### src/rtl/uart_link_mux.sv
// Per-channel UART routing between internal controllers and external pins.
// Idle-gated mode switching, activity LED stretching and RX break detection.
module uart_link_mux #(
    parameter int unsigned NCH          = 2,
    parameter int unsigned IDLE_CYCLES  = 1024,
    parameter int unsigned LED_STRETCH  = 2**20,
    parameter int unsigned BREAK_CYCLES = 4096,
    parameter int unsigned MODE_RESET   = 1
) (
    input  logic               clk,
    input  logic               resetn,
    input  logic [2*NCH-1:0]   mode_req,
    output logic [2*NCH-1:0]   mode_cur,
    input  logic [NCH-1:0]     int_txd,
    output logic [NCH-1:0]     int_rxd,
    input  logic [NCH-1:0]     ext_rxd,
    output logic [NCH-1:0]     ext_txd,
    output logic [NCH-1:0]     act_led,
    input  logic [NCH-1:0]     brk_clr,
    output logic [NCH-1:0]     brk_det
);

    localparam int unsigned IDLE_W = $clog2(IDLE_CYCLES + 1);
    localparam int unsigned LED_W  = $clog2(LED_STRETCH + 1);
    localparam int unsigned BRK_W  = $clog2(BREAK_CYCLES + 1);

    localparam logic [1:0] MODE_EXT   = 2'd0;
    localparam logic [1:0] MODE_LOOP  = 2'd1;
    localparam logic [1:0] MODE_XCONN = 2'd2;
    localparam logic [1:0] MODE_RSVD  = 2'd3;

    typedef enum logic {
        ST_APPLIED = 1'b0,
        ST_PENDING = 1'b1
    } mode_state_e;

    for (genvar i = 0; i < NCH; i++) begin : g_ch
        localparam int unsigned PARTNER = i ^ 1;

        logic              partner_txd;
        logic              rx_meta_q, rxs_q;
        logic [1:0]        req;
        logic              src_sel;
        logic              line_idle;

        mode_state_e       state_q, state_d;
        logic [1:0]        mode_q, mode_d;
        logic [IDLE_W-1:0] idle_cnt_q, idle_cnt_d;

        logic              rxd_q, txd_q;
        logic              prev_txd_q, prev_src_q;
        logic [LED_W-1:0]  led_cnt_q, led_cnt_d;
        logic              led_q;
        logic [BRK_W-1:0]  brk_cnt_q, brk_cnt_d;
        logic              brk_q, brk_d;
        logic              fall;

        // Odd channel count: the unpaired last channel cross-connects to itself
        if (PARTNER < NCH) begin : g_pair
            assign partner_txd = int_txd[PARTNER];
        end else begin : g_solo
            assign partner_txd = int_txd[i];
        end

        assign req = mode_req[2*i +: 2];

        // Two-flop synchroniser for the asynchronous RX pin
        always_ff @(posedge clk or negedge resetn) begin
            if (!resetn) begin
                rx_meta_q <= 1'b1;
                rxs_q     <= 1'b1;
            end else begin
                rx_meta_q <= ext_rxd[i];
                rxs_q     <= rx_meta_q;
            end
        end

        always_comb begin
            src_sel = rxs_q;
            case (mode_q)
                MODE_EXT:   src_sel = rxs_q;
                MODE_LOOP:  src_sel = int_txd[i];
                MODE_XCONN: src_sel = partner_txd;
                default:    src_sel = rxs_q;
            endcase
        end

        assign line_idle = int_txd[i] & src_sel;

        // Mode FSM: switch only after the lines have been idle long enough
        always_ff @(posedge clk or negedge resetn) begin
            if (!resetn) begin
                state_q    <= ST_APPLIED;
                mode_q     <= 2'(MODE_RESET);
                idle_cnt_q <= '0;
            end else begin
                state_q    <= state_d;
                mode_q     <= mode_d;
                idle_cnt_q <= idle_cnt_d;
            end
        end

        always_comb begin
            state_d    = state_q;
            mode_d     = mode_q;
            idle_cnt_d = '0;
            case (state_q)
                ST_APPLIED: begin
                    if (req != mode_q && req != MODE_RSVD) state_d = ST_PENDING;
                end
                ST_PENDING: begin
                    if (req == mode_q || req == MODE_RSVD) begin
                        state_d = ST_APPLIED;
                    end else if (line_idle) begin
                        if (idle_cnt_q >= IDLE_W'(IDLE_CYCLES - 1)) begin
                            state_d = ST_APPLIED;
                            mode_d  = req;
                        end else begin
                            idle_cnt_d = idle_cnt_q + IDLE_W'(1);
                        end
                    end
                end
                default: state_d = ST_APPLIED;
            endcase
        end

        // LED stretch and break detection next-state
        always_comb begin
            fall      = (prev_txd_q & ~int_txd[i]) | (prev_src_q & ~src_sel);
            led_cnt_d = led_cnt_q;
            brk_cnt_d = '0;
            brk_d     = brk_q;
            if (fall) begin
                led_cnt_d = LED_W'(LED_STRETCH);
            end else if (led_cnt_q != '0) begin
                led_cnt_d = led_cnt_q - LED_W'(1);
            end
            if (!rxs_q) begin
                brk_cnt_d = (brk_cnt_q == BRK_W'(BREAK_CYCLES)) ? brk_cnt_q
                                                               : brk_cnt_q + BRK_W'(1);
            end
            if (brk_clr[i]) brk_d = 1'b0;
            if (!rxs_q && brk_cnt_d == BRK_W'(BREAK_CYCLES)) brk_d = 1'b1;
        end

        always_ff @(posedge clk or negedge resetn) begin
            if (!resetn) begin
                rxd_q      <= 1'b1;
                txd_q      <= 1'b1;
                prev_txd_q <= 1'b1;
                prev_src_q <= 1'b1;
                led_cnt_q  <= '0;
                led_q      <= 1'b0;
                brk_cnt_q  <= '0;
                brk_q      <= 1'b0;
            end else begin
                rxd_q      <= src_sel;
                txd_q      <= (mode_q == MODE_EXT) ? int_txd[i] : 1'b1;
                prev_txd_q <= int_txd[i];
                prev_src_q <= src_sel;
                led_cnt_q  <= led_cnt_d;
                led_q      <= (led_cnt_q != '0);
                brk_cnt_q  <= brk_cnt_d;
                brk_q      <= brk_d;
            end
        end

        assign mode_cur[2*i +: 2] = mode_q;
        assign int_rxd[i]         = rxd_q;
        assign ext_txd[i]         = txd_q;
        assign act_led[i]         = led_q;
        assign brk_det[i]         = brk_q;
    end

endmodule

### config.mk
export PLATFORM = sky130hd
export DESIGN_NAME = uart_link_mux
export DESIGN_NICKNAME = d
export VERILOG_FILES = /design/src/rtl/uart_link_mux.sv
export SDC_FILE = /design/constraint.sdc
export NUM_CORES = 1
export LEC_CHECK = 0
export BUFFER_PORTS_ARGS = -buffer_cell sky130_fd_sc_hd__clkbuf_2
export CELL_PAD_IN_SITES_DETAIL_PLACEMENT = 1
export CELL_PAD_IN_SITES_GLOBAL_PLACEMENT = 1
export CORE_ASPECT_RATIO = 1.25
export CORE_MARGIN = 4
export CORE_UTILIZATION = 35
export DETAILED_ROUTE_END_ITERATION = 8
export PLACE_DENSITY_LB_ADDON = 0.12
export SETUP_SLACK_MARGIN = 0.3
export SLEW_MARGIN = 0
export SYNTH_ARGS = -nofsm -noshare
export SYNTH_HDL_FRONTEND = slang
export SYNTH_SLANG_ARGS = --single-unit
export TNS_END_PERCENT = 1
### constraint.sdc
create_clock -name clk -period 6.7 [get_ports clk]
set_input_delay 1.34 -clock clk [delete_from_list [all_inputs] [get_ports clk]]
set_output_delay 1.34 -clock clk [all_outputs]
set_load 0.05 [all_outputs]
### Word level (Yosys, flattened, before mapping)

Cells that the tools add are included.

| storage, ports and cells | value |
|---|---|
| register bits after elaboration | 110 |
| input port bits | 12 |
| output and inout bits | 12 |
| logic and storage cells | 116 |

| operators by class | value |
|---|---|
| $add $sub $neg | 6 |
| $lt $le $gt $ge | 2 |
| equal/unequal tests | 16 |
| multiplexer cells | 34 |
| bitwise operators | 16 |
| reductions and logical operators | 18 |

Operators with widths:

| kind | number |
|---|---|
| 11-bit two-way mux | 8 |
| 21-bit two-way mux | 4 |
| 13-bit equality test (second input constant) | 4 |
| 13-bit two-way mux | 4 |
| 21-bit nonzero test | 2 |
| 21-bit by 1-bit subtractor with 21-bit output (second input constant) | 2 |
| 13-bit by 1-bit adder with 13-bit output (second input constant) | 2 |
| 11-bit by 1-bit adder with 11-bit output (second input constant) | 2 |
| 11-bit by 10-bit greater-or-equal comparator with 1-bit output (second input constant) | 2 |
| 1-bit two-way mux | 14 |
| 2-bit equality test (second input constant) | 4 |
| 1-bit NOT | 8 |
| 1-bit one-hot mux with 2 select lines | 4 |
| 4-bit AND reduction | 2 |
| 2-bit nonzero test | 4 |
| 1-bit AND | 6 |
| 2-bit by 1-bit equality test with 1-bit output (second input constant) | 2 |
| 2-bit equality test | 2 |
| 1-bit logical AND | 4 |
| 2-bit logical NOT | 2 |
| 2-bit != test | 2 |
| 2-bit != test (second input constant) | 2 |
| 1-bit logical NOT | 2 |
| 1-bit logical OR | 2 |
| 1-bit bitwise OR | 2 |

### Longest topological paths before layout

Gate-level depths: netlist of the first run.

| logic depth | value |
|---|---|
| word-level depth | 6 |
| mapped depth | 8 |
| gate-level depth less buffers | 7 |

### Least setup slack after synthesis of the first run

No wires, ideal clock.

| timing | value |
|---|---|
| path kind | input to register |
| from | in int_txd[0] |
| to | reg g_ch[0].led_cnt_q[0] |
| library setup time | 0.132 ns |
| data arrival time | 2.446 ns |
| data required time | 6.568 ns |
| slack | 4.122 ns |
| stages on the path | 6 |
| path buffers | 2 |
| cell sequence | a22oi_1 a21o_1 a21o_1 clkbuf_1 clkbuf_1 nor2_1 |

| on the way | value |
|---|---|
| cells in the longest elaborated chain, start to end | 5 |
| elaborated cells on any way between the ends | 8 |
| those cells by class | mux: 2; bitwise: 5; reduce/logical: 1 |

RTL lines:

| what | RTL line | source |
|---|---|---|
| start: declaration | 14 | `input logic [NCH-1:0] int_txd,` |
| 1-bit one-hot mux with 2 select lines | 80 | `case (mode_q)` |
| 1-bit NOT | 129 | `fall = (prev_txd_q & ~int_txd[i]) \| (prev_src_q & ~src_sel);` |
| 1-bit AND | 129 |  |
| 1-bit bitwise OR (*) | 129 |  |
| 21-bit two-way mux / 2-bit nonzero test (equally long branches) | - |  |
| end signal: assignment | 161 | `led_cnt_q <= led_cnt_d;` |
| end: declaration | 52 | `logic [LED_W-1:0] led_cnt_q, led_cnt_d;` |

Every way passes the cells marked *; elsewhere a longest branch is shown, timed or not.
A chain may end at the register's enable or synchronous reset.

### Worst setup path in the final report of the first run

| timing | value |
|---|---|
| from | reg g_ch[0].led_cnt_q[0] |
| to | reg g_ch[0].led_cnt_q[19] |

| on the way | value |
|---|---|
| cells in the longest elaborated chain, start to end | 3 |
| elaborated cells on any way between the ends | 5 |
| those cells by class | add/sub: 1; mux: 2; reduce/logical: 2 |

RTL lines:

| what | RTL line | source |
|---|---|---|
| 21-bit by 1-bit subtractor with 21-bit output | 136 | `led_cnt_d = led_cnt_q - LED_W'(1);` |
| 21-bit two-way mux | 135 | `end else if (led_cnt_q != '0) begin` |
| 21-bit two-way mux | 133 | `if (fall) begin` |

Several ways; a longest one is shown, not always the timed one. The select of a mux whose other input is x is not followed.

==> impl_metrics.tcl, run 1 <==
set metrics [dict create \
    grt_max_degree 61 \
    finalCritPeriodShare_pct 42.7 \
    power_density_nw_per_um2 388 \
    cp.arrival_ps 3070 \
    syn2layout_area_growth_pct 10.2 \
    root_buffer "clkbuf_16" \
    grt_use_met3_pct 2.19 \
    die_y_um 150 \
    hold_path_class "flip-flop to flip-flop" \
    clk_path_buf_depth 2 \
    via_per_inst 5.22 \
    synth_top_area_share_pct 43.4 \
    core-area_um2 15700 \
    maxSlewViolCount 0 \
    cts_tree "done" \
    yosys.area.top_type "dfrtp_1" \
    p_leak_uw 0.00268 \
    intPower_uw 1460 \
    layout_common_cells "dfrtp_1, nor2_1, a21oi_1" \
    combPwrFrac_pct 38.3 \
    end_kind "flip-flop" \
    fp-row-count 51 \
    cts_setup_buffers 0 \
    worstSetupStartpointType "flip-flop" \
    crit_chain "inv_1, ha_1, or3b_2, or4_1, o211ai_1, or4_1, a21oi_1" \
    max-cap-violations 0 \
    cts_buffers 9 \
    async_flop_share_pct 100 \
    cp_top_family "simple AND/OR/NAND/NOR gates" \
    net-switching-power_uw 950 \
    cp.required_ps 6910 \
    crit_buf_inv 1 \
    totalWireLength_um 12000 \
    synth_edf_count 0 \
    fin_setup_tns_ps 0 \
    clock_skew_ps 6.15 \
    rsz0062_at_grt "no" \
    grt.met2_usage_pct 24.0 \
    final_common_cell "dfrtp_1" \
    port_buffers 23 \
    rr_worst_depth 7 \
    synth_warnings 0 \
    report.power.total_uw 2410 \
    tightest_slew_ps 906 \
    pin_count 24 \
    crit_top_cell "or4_1" \
    synth.area.top_cells "dfrtp_1, nor2_1, dfstp_2" \
    synth_area_um2 5650 \
    synth_cells 579 \
    crit_path_top_delay_cell "o211ai_1" \
    die_width_um 122 \
    numClockSinks 110 \
    status "complete, no violations" \
    top_usage_layer "met2" \
    drt_iter0_markers 195 \
    max_freq_mhz 349 \
    yosys_most_used_dff "dfrtp_1" \
    cts_hold_buf 0 \
    routedWlPerCell_um 14.9 \
    cts_resized 0 \
    setup_viol 0 \
    peakVddDrop_mv 0.189 \
    met1_usage_pct 18.3 \
    synth_seq_cells 110 \
    crit_fanout 13 \
    p_clk_share_pct 22.7 \
    critPathKind "flip-flop to flip-flop" \
    cts-htree-levels 3 \
    vias 4215 \
    drt_first_pass_iters 4 \
    seq_area_frac_synth_pct 49.0 \
    relSlewSlack_pct 39.4 \
    whs_path_depth 0 \
    drc_errors 0 \
    final_nets 617 \
    grt_first_pass_wirelength_um 21100 \
    switching_share_pct 39.3 \
    p_seq_share_pct 39.0 \
    gr-total-overflow 0 \
    antenna_found_initial 0 \
    detailed_place_hpwl_um 8560 \
    die-area_um2 18300 \
    max_stage_delay_ps 750 \
    gp_congestion 0.779 \
    track_usage_pct 14.1 \
    clk_pin_slew_worst_paths_ps 70 \
    final_hold_viol_count 0 \
    diodes 0 \
    final.min_clock_period_ps 2860 \
    crit_cells 7 \
    synth_cell_types 57 \
    drive_gt1_share_pct 10.1 \
    clk_latency_ps 350 \
    ant_nets 0 \
    start_util_pct 36.0 \
    avgSynthCellArea_um2 9.76 \
    grt_pass1_vias 4437 \
]
## synthesized netlist by cell type, drive strengths merged, types with 4 or more instances
cell and instances:
xnor2 31, nor4b 5, xor2 24, ha 14
buf 8, a211oi 8, nor2 87, o21ai 20
o211ai 6, nor3 7, or3 22, dfstp 12
dfrtp 98, nand3 16, inv 23, nand4 13
a21oi 32, a21o 6, clkbuf 16, and4 6
or4 13, nor3b 5, nand2 26, and3 10
and2 4, o31ai 5, nand2b 10, nor4 8
## sequential cells by signal, indices dropped and copies added (netlist names)
name / count
g_ch.led_cnt_q: 42
g_ch.rx_meta_q: 2
g_ch.mode_q: 4
g_ch.idle_cnt_q: 22
g_ch.brk_q: 2
g_ch.txd_q: 2
g_ch.prev_src_q: 2
g_ch.led_q: 2
g_ch.prev_txd_q: 2
g_ch.state_q: 2
g_ch.brk_cnt_q: 26
g_ch.rxs_q: 2
## power groups by stage
stage | Sequential (µW) | Combinational [µW] | Clock (µW)
5_1_grt | 969 | 1050 | 601
2_1_floorplan | 958 | 712 | 0
3_5_place_dp | 958 | 939 | 0
3_3_place_gp | 950 | 913 | 0
6_report | 942 | 924 | 549
4_1_cts | 945 | 942 | 572
## final cells by class
cell class              count  area, µm²
fillers                  1823       9470
clock inverters             3       42.5
clock buffers              13        260
well taps                 212        265
inverters                  23       86.3
multi-input cells         423       2680
repair buffers             24        125
flip-flops and latches    110       2770
## kinds of logic after synthesis
logic type / Yosys count / share of synthesized area [%]
DFF: 110 / 49.0
and+or+nand+nor: 242 / 22.6
muxes: 6 / 1.13
adders and majority gates: 14 / 3.10
AOI/OAI and AO/OA: 104 / 12.0
buffers and inverters: 47 / 3.65
xor gates and xnor gates: 55 / 8.52
other: 1 / 0.0664
## path summary, 6_finish.rpt
kind / from / to / slack, ps
hold / removal: g_ch[0].rx_meta_q$_DFF_PN1_ / g_ch[0].rxs_q$_DFF_PN1_ / 360
setup / recovery: g_ch[0].led_cnt_q[0]$_DFFE_PN0P_ / g_ch[0].led_cnt_q[19]$_DFFE_PN0P_ / 3840
min in group asynchronous: resetn / g_ch[1].brk_q$_DFFE_PN0P_ / 1030
hold reg to reg: g_ch[0].rx_meta_q$_DFF_PN1_ / g_ch[0].rxs_q$_DFF_PN1_ / 360
max in group asynchronous: resetn / g_ch[0].idle_cnt_q[9]$_DFF_PN0_ / 4460
setup reg to reg: g_ch[0].led_cnt_q[0]$_DFFE_PN0P_ / g_ch[0].led_cnt_q[19]$_DFFE_PN0P_ / 3840
## metrics by stage
stage	hold slack [ps]	util, %	std cells	cell area, µm²	setup slack [ps]
2_1_floorplan	345	-	580	5660	4120
3_3_place_gp	349	37.7	792	5930	3740
3_5_place_dp	348	37.7	792	5930	3700
4_1_cts	360	39.7	808	6230	3810
5_1_grt	366	39.7	808	6230	3550
6_report	358	39.7	808	6230	3840
## per-layer routing
metal	vias up	part of all wire (%)
met3	11	2.1
met5	-	0
met1	2102	47
met2	38	49
li1	2064	-
met4	0	1.5
Power figures use the tool's default switching activity.
==> run 2, diff against run 1 <==
--- a/config.mk
+++ b/config.mk
@@ -5,6 +5,7 @@
 export SDC_FILE = /design/constraint.sdc
 export NUM_CORES = 1
 export LEC_CHECK = 0
+export ABC_AREA = 1
 export BUFFER_PORTS_ARGS = -buffer_cell sky130_fd_sc_hd__clkbuf_2
 export CELL_PAD_IN_SITES_DETAIL_PLACEMENT = 1
 export CELL_PAD_IN_SITES_GLOBAL_PLACEMENT = 1
==> constraint.sdc (replaced) <==
create_clock -name clk -period 2.4 [get_ports clk]
set_input_delay 0.48 -clock clk [delete_from_list [all_inputs] [get_ports clk]]
set_output_delay 0.48 -clock clk [all_outputs]
set_load 0.05 [all_outputs]
==> run 2 against run 1 <==
Net effect: critical path depth up 1; area after synthesis up 5.8%; critical endpoint is now g_ch[1].led_cnt_q[11]$_DFFE_PN0P_; worst hold slack worse by 270 ps; combinational power rose to 3.1 times the previous value.
==> impl_metrics.tcl, run 2 <==
set metrics [dict create \
    status "complete, no violations" \
    max_freq_mhz 493 \
    intPower_uw 4040 \
    clk_pin_slew_worst_paths_ps 80 \
    port_buffers 23 \
    p_seq_share_pct 36.6 \
    worstSetupStartpointType "flip-flop" \
    power_density_nw_per_um2 1070 \
    final_nets 803 \
    synth.area.top_cells "dfrtp_1, nand2_1, nor2_1" \
    clock_skew_ps 14.4 \
    p_leak_uw 0.00320 \
    yosys_most_used_dff "dfrtp_1" \
    avgSynthCellArea_um2 7.97 \
    setup_ws_ps 373 \
    gr-total-overflow 0 \
    net-switching-power_uw 3060 \
    grt_max_degree 55 \
    synth_top_family_by_area "simple AND/OR/NAND/NOR gates" \
    start_util_pct 35.6 \
    cts_buffers 9 \
    yosys.area.top_type "dfrtp_1" \
    combPwrFrac_pct 40.8 \
    drt_first_pass_iters 4 \
    via_per_inst 4.87 \
    pin_count 24 \
    root_buffer "clkbuf_16" \
    async_flop_share_pct 100 \
    multi_input_area_um2 2750 \
    largest_register_ffs 42 \
    crit_chain "inv_1, ha_1, nand3_1, o21ai_1, nand2_1, nand2_2, buf_4, nor4_2" \
    cts_setup_buffers 0 \
    synth_cell_types 40 \
    crit_fanout 11 \
    drive_gt1_share_pct 11.9 \
    cts_tree "done" \
    synth_top_area_share_pct 41.0 \
    drc_errors 0 \
    synth_commonest_cells "nand2_1, nor2_1, dfrtp_1" \
    maxSlewViolCount 0 \
    peakVddDrop_mv 0.468 \
    totalWireLength_um 14900 \
    fp-row-count 53 \
    end_kind "flip-flop" \
    fillers 2056 \
    switching_share_pct 43.1 \
    layout_common_cells "nand2_1, nor2_1, dfrtp_1" \
    synth_warnings 0 \
    top_regs "g_ch.led_cnt_q x42, g_ch.brk_cnt_q x26, g_ch.idle_cnt_q x22" \
    die_y_um 154 \
    rr_endpoint "g_ch[1].led_cnt_q[11]$_DFFE_PN0P_" \
    die-area_um2 19300 \
    track_usage_pct 16.1 \
    max_stage_delay_ps 580 \
    max-cap-violations 0 \
    top_register "g_ch.led_cnt_q" \
    drt_iter0_markers 197 \
    synth_cells 750 \
    clk_path_buf_depth 2 \
    rr_worst_depth 8 \
    grt_pass1_vias 5250 \
    synth_compound_area_share_pct 4.31 \
    whs_ps 85.8 \
    synth_area_um2 5980 \
    syn2layout_area_growth_pct 11.2 \
    synth_edf_count 0 \
    core-area_um2 16800 \
    final_hold_viol_count 0 \
    detailed_place_hpwl_um 11400 \
    synth.mux.area_fraction_pct 0 \
    grt_first_pass_wirelength_um 25400 \
    gp_congestion 0.824 \
    tightest_slew_ps 513 \
    seq_area_frac_synth_pct 46.3 \
    cts-htree-levels 3 \
    die_width_um 125 \
    ant_nets 0 \
    critPathKind "flip-flop to flip-flop" \
    cp.arrival_ps 2270 \
    r2r_start "g_ch[1].mode_q[0]$_DFFE_PN1P_" \
    cp.required_ps 2650 \
    setup_viol 0 \
    finalCritPeriodShare_pct 84.4 \
    fin_setup_tns_ps 0 \
    vias 4883 \
    numClockSinks 110 \
    crit_buf_inv 2 \
    synth-adder-area-share_pct 2.93 \
    synth-xor-area-share_pct 4.98 \
    rsz0062_at_grt "yes" \
    crit_path_top_delay_cell "dfstp_2" \
    regToRegSetupSlack_ps 370 \
    clk_latency_ps 360 \
    antenna_found_initial 0 \
    relSlewSlack_pct 65.8 \
    yosysMostFrequentCell "nand2_1" \
    final_common_cell "nand2_1" \
    regArea_um2 2770 \
    p_clk_share_pct 22.6 \
    cts_hold_buf 0 \
    cp_top_family "simple AND/OR/NAND/NOR gates" \
    yosys.area_share.simple_pct 33.4 \
    hold_path_class "input pin to async pin" \
    final.min_clock_period_ps 2030 \
    routedWlPerCell_um 14.8 \
    synth_seq_cells 110 \
    post-place-ws_ps 334 \
]
run 2: worst max path at each step:
stage / startpoint / endpoint / depth (start not counted)
2_1_floorplan: g_ch[0].mode_q[0]$_DFFE_PN1P_ / g_ch[0].led_cnt_q[8]$_DFFE_PN0P_ / 8
3_3_place_gp: g_ch[1].mode_q[0]$_DFFE_PN1P_ / g_ch[1].led_cnt_q[0]$_DFFE_PN0P_ / 9
3_5_place_dp: g_ch[1].mode_q[0]$_DFFE_PN1P_ / g_ch[1].led_cnt_q[11]$_DFFE_PN0P_ / 8
4_1_cts: g_ch[1].mode_q[0]$_DFFE_PN1P_ / g_ch[1].led_cnt_q[11]$_DFFE_PN0P_ / 8
5_1_grt: g_ch[1].mode_q[0]$_DFFE_PN1P_ / g_ch[1].led_cnt_q[11]$_DFFE_PN0P_ / 8
6_report: g_ch[1].mode_q[0]$_DFFE_PN1P_ / g_ch[1].led_cnt_q[11]$_DFFE_PN0P_ / 8
run 2: metrics by stage:
stage          power [µW]  util [%]  cell area (µm²)  cells
2_1_floorplan        4790         -             5980    751
3_3_place_gp         5460      37.7             6320    986
3_5_place_dp         5540      37.7             6320    986
4_1_cts              7200      39.5             6640   1002
5_1_grt              7680      39.6             6650   1002
6_report             7100      39.6             6650   1003
run 2: cell type report:
cell class	count	share of cell area, %
well taps	220	4.14
flip-flops and latches	110	41.6
multi-input cells	529	41.3
diodes	1	0.0376
clock buffers	10	3.59
repair buffers	29	2.63
inverters	98	5.53
clock inverters	6	1.13
run 2: logic make-up after synthesis:
family / Yosys count
buffers and inverters: 112
AND/OR/NAND/NOR: 432
flip-flops: 110
AO/OA/AOI/OAI: 47
other: 1
adder cells (fa/ha/maj): 14
XOR/XNOR: 34
run 2: power groups by stage:
stage | registers, µW | logic, µW | clock network, µW
finish | 2600 | 2900 | 1600
global placement | 2620 | 2840 | 0
detailed placement | 2640 | 2910 | 0
floorplan | 2630 | 2160 | 0
global route | 2660 | 3270 | 1750
CTS | 2610 | 2920 | 1670
run 2: what timing repair did:
item | in CTS | in global routing
endpoints found under the hold margin | 0 | 0
resized for setup | 0 | 4
endpoints found under the setup margin | 0 | 27
run 2: layer usage:
metal | part of all wire (%) | GRT usage [%]
met3 | 2.6 | 3.41
met1 | 43 | 18.9
met2 | 53 | 29.6
met5 | 0 | 0
met4 | 1.3 | 4.49
